<file path="src/rtl/mr_csr_arb.sv">
// mr_csr_arb: round-robin arbiter sharing the syscfg CSR port between core (C) and debug (D)
//   clk, rst_n           clock, asynchronous active-low reset
//   c_* / d_*            requester CSR request ports; *_rsp_* in-order responses
//   d_lock               debug holds exclusive ownership of M
//   m_*                  syscfg CSR slave port
//   err                  sticky: response arrived with no access outstanding
module mr_csr_arb #(
  parameter int XLEN   = 32,
  parameter int CSRLEN = 12,
  parameter int DEPTH  = 2
) (
  input  logic              clk,
  input  logic              rst_n,
  input  logic              c_csr_valid,
  input  logic              c_csr_r,
  input  logic              c_csr_w,
  input  logic [CSRLEN-1:0] c_csr_addr,
  input  logic [XLEN-1:0]   c_csr_data,
  input  logic [XLEN-1:0]   c_csr_wmask,
  output logic              c_csr_ready,
  output logic              c_csr_legal,
  output logic              c_csr_fence,
  output logic              c_rsp_valid,
  output logic [XLEN-1:0]   c_rsp_data,
  input  logic              d_csr_valid,
  input  logic              d_csr_r,
  input  logic              d_csr_w,
  input  logic [CSRLEN-1:0] d_csr_addr,
  input  logic [XLEN-1:0]   d_csr_data,
  input  logic [XLEN-1:0]   d_csr_wmask,
  output logic              d_csr_ready,
  output logic              d_csr_legal,
  output logic              d_csr_fence,
  output logic              d_rsp_valid,
  output logic [XLEN-1:0]   d_rsp_data,
  input  logic              d_lock,
  output logic              m_csr_valid,
  output logic              m_csr_r,
  output logic              m_csr_w,
  output logic [CSRLEN-1:0] m_csr_addr,
  output logic [XLEN-1:0]   m_csr_data,
  output logic [XLEN-1:0]   m_csr_wmask,
  input  logic              m_csr_ready,
  input  logic              m_csr_legal,
  input  logic              m_csr_fence,
  input  logic              m_rsp_valid,
  input  logic [XLEN-1:0]   m_rsp_data,
  output logic              err
);
  localparam int CW = $clog2(DEPTH + 1);
  localparam int PW = DEPTH > 1 ? $clog2(DEPTH) : 1;
  logic [CW-1:0]    r_count;
  logic [PW-1:0]    r_wr, r_rd;
  logic [DEPTH-1:0] r_fifo;
  logic             r_rr, r_err;
  logic w_c_ok, w_gnt_c, w_gnt_d, w_block, w_push, w_pop, w_head;
  assign w_c_ok  = c_csr_valid & !d_lock;
  // rr holds the last accepted winner (1=D); on contention the other side wins
  assign w_gnt_d = d_csr_valid & (!w_c_ok | !r_rr);
  assign w_gnt_c = w_c_ok & !w_gnt_d;
  // a same-cycle pop frees the slot the new push needs
  assign w_block = (r_count == CW'(DEPTH)) & !m_rsp_valid;
  assign m_csr_valid = (w_gnt_c | w_gnt_d) & !w_block;
  assign m_csr_r     = w_gnt_d ? d_csr_r     : c_csr_r;
  assign m_csr_w     = w_gnt_d ? d_csr_w     : c_csr_w;
  assign m_csr_addr  = w_gnt_d ? d_csr_addr  : c_csr_addr;
  assign m_csr_data  = w_gnt_d ? d_csr_data  : c_csr_data;
  assign m_csr_wmask = w_gnt_d ? d_csr_wmask : c_csr_wmask;
  assign c_csr_ready = w_gnt_c & m_csr_ready & !w_block;
  assign c_csr_legal = w_gnt_c & m_csr_legal;
  assign c_csr_fence = w_gnt_c & m_csr_fence;
  assign d_csr_ready = w_gnt_d & m_csr_ready & !w_block;
  assign d_csr_legal = w_gnt_d & m_csr_legal;
  assign d_csr_fence = w_gnt_d & m_csr_fence;
  assign w_push = m_csr_valid & m_csr_ready & m_csr_legal;
  assign w_pop  = m_rsp_valid & (r_count != '0);
  assign w_head = r_fifo[r_rd];
  assign c_rsp_valid = w_pop & !w_head;
  assign d_rsp_valid = w_pop & w_head;
  assign c_rsp_data  = c_rsp_valid ? m_rsp_data : '0;
  assign d_rsp_data  = d_rsp_valid ? m_rsp_data : '0;
  assign err = r_err;
  always_ff @(posedge clk or negedge rst_n) begin
    if (!rst_n) begin
      r_count <= '0;
      r_wr    <= '0;
      r_rd    <= '0;
      r_fifo  <= '0;
      r_rr    <= 1'b1;
      r_err   <= 1'b0;
    end else begin
      if (w_push) begin
        r_fifo[r_wr] <= w_gnt_d;
        r_wr         <= (r_wr == PW'(DEPTH - 1)) ? '0 : r_wr + 1'b1;
        r_rr         <= w_gnt_d;
      end
      if (w_pop) r_rd <= (r_rd == PW'(DEPTH - 1)) ? '0 : r_rd + 1'b1;
      r_count <= r_count + CW'(w_push) - CW'(w_pop);
      if (m_rsp_valid & (r_count == '0)) r_err <= 1'b1;
    end
  end
endmodule
</file>
<file path="config.mk">
export PLATFORM = sky130hd
export DESIGN_NAME = mr_csr_arb
export DESIGN_NICKNAME = d
export VERILOG_FILES = /design/src/rtl/mr_csr_arb.sv
export SDC_FILE = /design/constraint.sdc
export NUM_CORES = 1
export LEC_CHECK = 0
export CAP_MARGIN = 40
export CELL_PAD_IN_SITES_DETAIL_PLACEMENT = 1
export CELL_PAD_IN_SITES_GLOBAL_PLACEMENT = 1
export CORE_MARGIN = 2
export CORE_UTILIZATION = 10
export DETAILED_ROUTE_END_ITERATION = 7
export GPL_TIMING_DRIVEN = 0
export PLACE_DENSITY_LB_ADDON = 0.1
export SLEW_MARGIN = 30
export SYNTH_ARGS = -nofsm -noshare
export SYNTH_HDL_FRONTEND = slang
export SYNTH_SLANG_ARGS = --single-unit
</file>
<file path="constraint.sdc">
create_clock -name clk -period 2 [get_ports clk]
set_clock_uncertainty 0.2 [all_clocks]
set_input_delay 0.2 -clock clk [delete_from_list [all_inputs] [get_ports clk]]
set_output_delay 0.2 -clock clk [all_outputs]
set_load 0.005 [all_outputs]
</file>
==> qor.yml <==
run_status:
  status: "complete, but fails checks"
  violations: "negative setup slack"
sta:
  maxClockFrequency_ghz: 0.4583
  whs_ns: 0.04682
  finalCriticalPeriod_ns: 2.182
  finalCritPeriodShare_pct: 109.1
  timing.setup.tns_ns: -9.886
  max_slew_margin_pct: 75.87
  pnr_worst_setup_slack_ns: -0.1821
  final_hold_viol_count: 0
  setup_repair_after_global_routing_missed_its_margin: "yes"
  report.final.slew_viol_count: 0
  final-setup-viol-count: 116
  max_slew.worst_pin.slew_ns: 0.3608
setup_path:
  cp.arrival_ns: 1.78
  cp_data_required_time_ns: 1.60
  cp_max_fo: 6
  crit_path_start_kind: "register"
  worstSetupEndpointType: "primary output"
  setup.worst_path.class: "reg2out"
  rr_worst_depth: 7
  reg_to_reg_start: "r_count[0]"
  regToRegSetupSlack_ns: -0.01
  worstReg2RegEnd: "r_count[1]"
drt:
  drt-initial-drc-count: 38
  vias: 3288
  drt-vias-per-instance: 3.846
  drt-wirelength-per-cell_um: 19.29
  firstDrtPassIters: 3
  wire_length_after_detailed_routing_mm: 16.50
  drtAntennaViolNets: 0
  remaining_drc_errors: 0
placement:
  routabilityCongestion: 0.8380
  post_dp_cell_area_um2: 5654
  dpl.hpwl_mm: 12.97
  place.port_buffers: 348
clock_network:
  ctsRootBufferMaster: "sky130_fd_sc_hd__clkbuf_16"
  clock_sinks: 8
  clock_path_buffers: 2
  clk-insertion-delay-late_ns: 0.23
  cts.htree.levels: 1
  clkTransAtPathRegs_ns: 0.04
  tritoncts.num_buffers: 3
  cts_tree: "yes"
die:
  fp-row-count: 50
  chipWidth_um: 140.8
  ioPinCount: 349
  chip_height_um: 140.8
  initial_core_util_pct: 10.11
  floorplan_die_area_um2: 19830
  core_area_um2: 18520
synthesis:
  synthesis.yosys.warnings: 0
  postSynthCellCount: 200
  synth.cell_area_um2: 1872
  flops_latches_synth: 8
  synth_sequential_area_ratio_pct: 10.76
  synth_cell_types: 23
  avgSynthCellArea_um2: 9.359
  syn-num-nets: 399
power_and_ir_drop:
  power.net_switching_mw: 1.383
  clk_pwr_share_pct: 7.5
  power_density_nw_per_um2: 638.7
  sequentialPowerShare_pct: 6.8
  power.ir.vdd_worst_mv: 0.4093
  leakagePower_nw: 3.407
  switching_share_pct: 29.98
  power_report.internal_total_mw: 3.229
  combinational_power_share_pct: 85.6
worst_hold_path:
  hold_class: "in2async"
global_route:
  groute.usage.overall_pct: 15.48
  wire_length_of_the_first_global_routing_pass_mm: 23.60
  antenna_found_initial: 0
  first_global_vias: 3615
  globalRoute.totalOverflow: 0
  maximum_number_of_pins_on_one_net_before_global_route_repair: 9
cells_and_area:
  antenna_cells: 0
  final_common_cell: "sky130_fd_sc_hd__clkdlybuf4s50_1"
  share_of_final_layout_standard_cells_stronger_than_drive_strength_1_pct: 62.64
  num-nets-final: 821
  layout_common_cells: "sky130_fd_sc_hd__clkdlybuf4s50_1, sky130_fd_sc_hd__buf_6, sky130_fd_sc_hd__mux2_4"
  synthToLayoutAreaGrowth_pct: 285.7
  design_area_um2: 7219
flow_run:
  drv_cap: 0
[cells in the mapped netlist]
cell / instances / area [um^2]
sky130_fd_sc_hd__mux2i_1: 2 / 20.02
sky130_fd_sc_hd__clkbuf_1: 6 / 22.52
sky130_fd_sc_hd__ha_1: 2 / 25.02
sky130_fd_sc_hd__dfstp_2: 1 / 26.28
sky130_fd_sc_hd__or3b_1: 1 / 8.760
sky130_fd_sc_hd__dfrtp_1: 7 / 175.2
sky130_fd_sc_hd__o21a_1: 1 / 7.510
sky130_fd_sc_hd__o21ai_1: 1 / 5.000
sky130_fd_sc_hd__and3_1: 2 / 12.51
sky130_fd_sc_hd__nor2_1: 2 / 7.510
sky130_fd_sc_hd__and2_1: 69 / 431.7
sky130_fd_sc_hd__o2111ai_1: 3 / 26.28
sky130_fd_sc_hd__nor2b_4: 1 / 13.76
sky130_fd_sc_hd__buf_6: 3 / 33.78
sky130_fd_sc_hd__nor2b_1: 2 / 12.51
sky130_fd_sc_hd__a21bo_1: 1 / 10.01
sky130_fd_sc_hd__mux2_4: 9 / 135.1
sky130_fd_sc_hd__mux2_2: 71 / 799.5
sky130_fd_sc_hd__xnor2_1: 4 / 35.03
sky130_fd_sc_hd__a21o_1: 1 / 7.510
sky130_fd_sc_hd__a21boi_0: 2 / 15.01
sky130_fd_sc_hd__buf_2: 6 / 30.03
sky130_fd_sc_hd__inv_1: 3 / 11.26
[flip-flops by register name (all words and copies together), names as in the netlist]
| signal | flops |
|---|---|
| r_count | 2 |
| r_wr | 1 |
| r_rd | 1 |
| r_rr | 1 |
| err | 1 |
| r_fifo | 2 |
[metrics by stage]
| stage | power (mW) | setup slack [ns] | instances | utilization, % |
|---|---|---|---|---|
| finish | 4.611 | -0.1821 | 855 | 38.99 |
| global route | 4.905 | -0.2310 | 855 | 38.99 |
| CTS | 4.317 | -0.2527 | 849 | 37.26 |
| detailed placement | 2.728 | -0.8499 | 782 | 30.53 |
| global placement | 2.710 | -0.8256 | 782 | 30.53 |
| floorplan | 1.128 | 0.03891 | 200 | - |
[worst max path at each step]
stage / end / cells after the start / slack (ns) / start
floorplan: r_count[1] / 7 / 0.04 / r_count[0]
detailed placement: c_rsp_data[28] / 6 / -0.85 / m_rsp_valid
finish: m_csr_wmask[23] / 7 / -0.18 / r_rr
global placement: c_rsp_data[28] / 6 / -0.83 / m_rsp_valid
CTS: m_csr_data[26] / 7 / -0.25 / r_rr
global route: m_csr_wmask[23] / 7 / -0.23 / r_rr
[critical path: stages, from the launching register on]
cell and delay (ns):
sky130_fd_sc_hd__dfstp_2 0.54, sky130_fd_sc_hd__a21bo_4 0.14, sky130_fd_sc_hd__buf_12 0.13, sky130_fd_sc_hd__buf_12 0.11, sky130_fd_sc_hd__buf_12 0.10, sky130_fd_sc_hd__buf_12 0.11
sky130_fd_sc_hd__mux2_4 0.30, sky130_fd_sc_hd__buf_6 0.12
[cell type report]
type,instances,area [um^2]
Fill cell,2025,11300
Multi-Input combinational cell,174,2039
Tap cell,234,292.8
Buffer,10,180.2
Timing Repair Buffer,422,4413
Sequential cell,8,203.9
Clock buffer,4,78.83
Inverter,3,11.26
[power by group through the flow]
stage	clock [mW]	combinational, mW	sequential, mW
4_1_cts	0.355	3.64	0.319
2_1_floorplan	0	0.843	0.285
6_report	0.346	3.95	0.316
3_3_place_gp	0	2.41	0.298
5_1_grt	0.364	4.21	0.327
3_5_place_dp	0	2.42	0.305
[routing by layer]
layer / GRT usage, % / share of wire (%) / up-vias / routed length (um)
li1: - / - / 1537 / -
met1: 16.04 / 34 / 1566 / 5687
met2: 31.17 / 55 / 178 / 9072
met3: 4.688 / 9.8 / 7 / 1618
met4: 1.895 / 0.71 / 0 / 117
met5: 0 / 0 / - / 0
[cell families (layout without fill, tap and decap cells)]
group | after synthesis | count (layout) | synth area share (%)
AOI/OAI and AO/OA | 9 | 9 | 3.810
DFF | 8 | 8 | 10.76
buffers and inverters | 18 | 439 | 5.214
xor gates and xnor gates | 4 | 4 | 1.871
adders and majority gates | 2 | 2 | 1.337
muxes | 82 | 82 | 51.00
and+or+nand+nor | 77 | 77 | 26.00
[timing repair]
action | in CTS | in global routing
pin swaps | 38 | 28
gates resized for setup | 870 | 109
setup buffers | 56 | 19
hold buffers | 0 | 0
cloned | 8 | 0
setup endpoints to repair | 152 | 146
No activity file was read; power rests on OpenSTA's default activity.
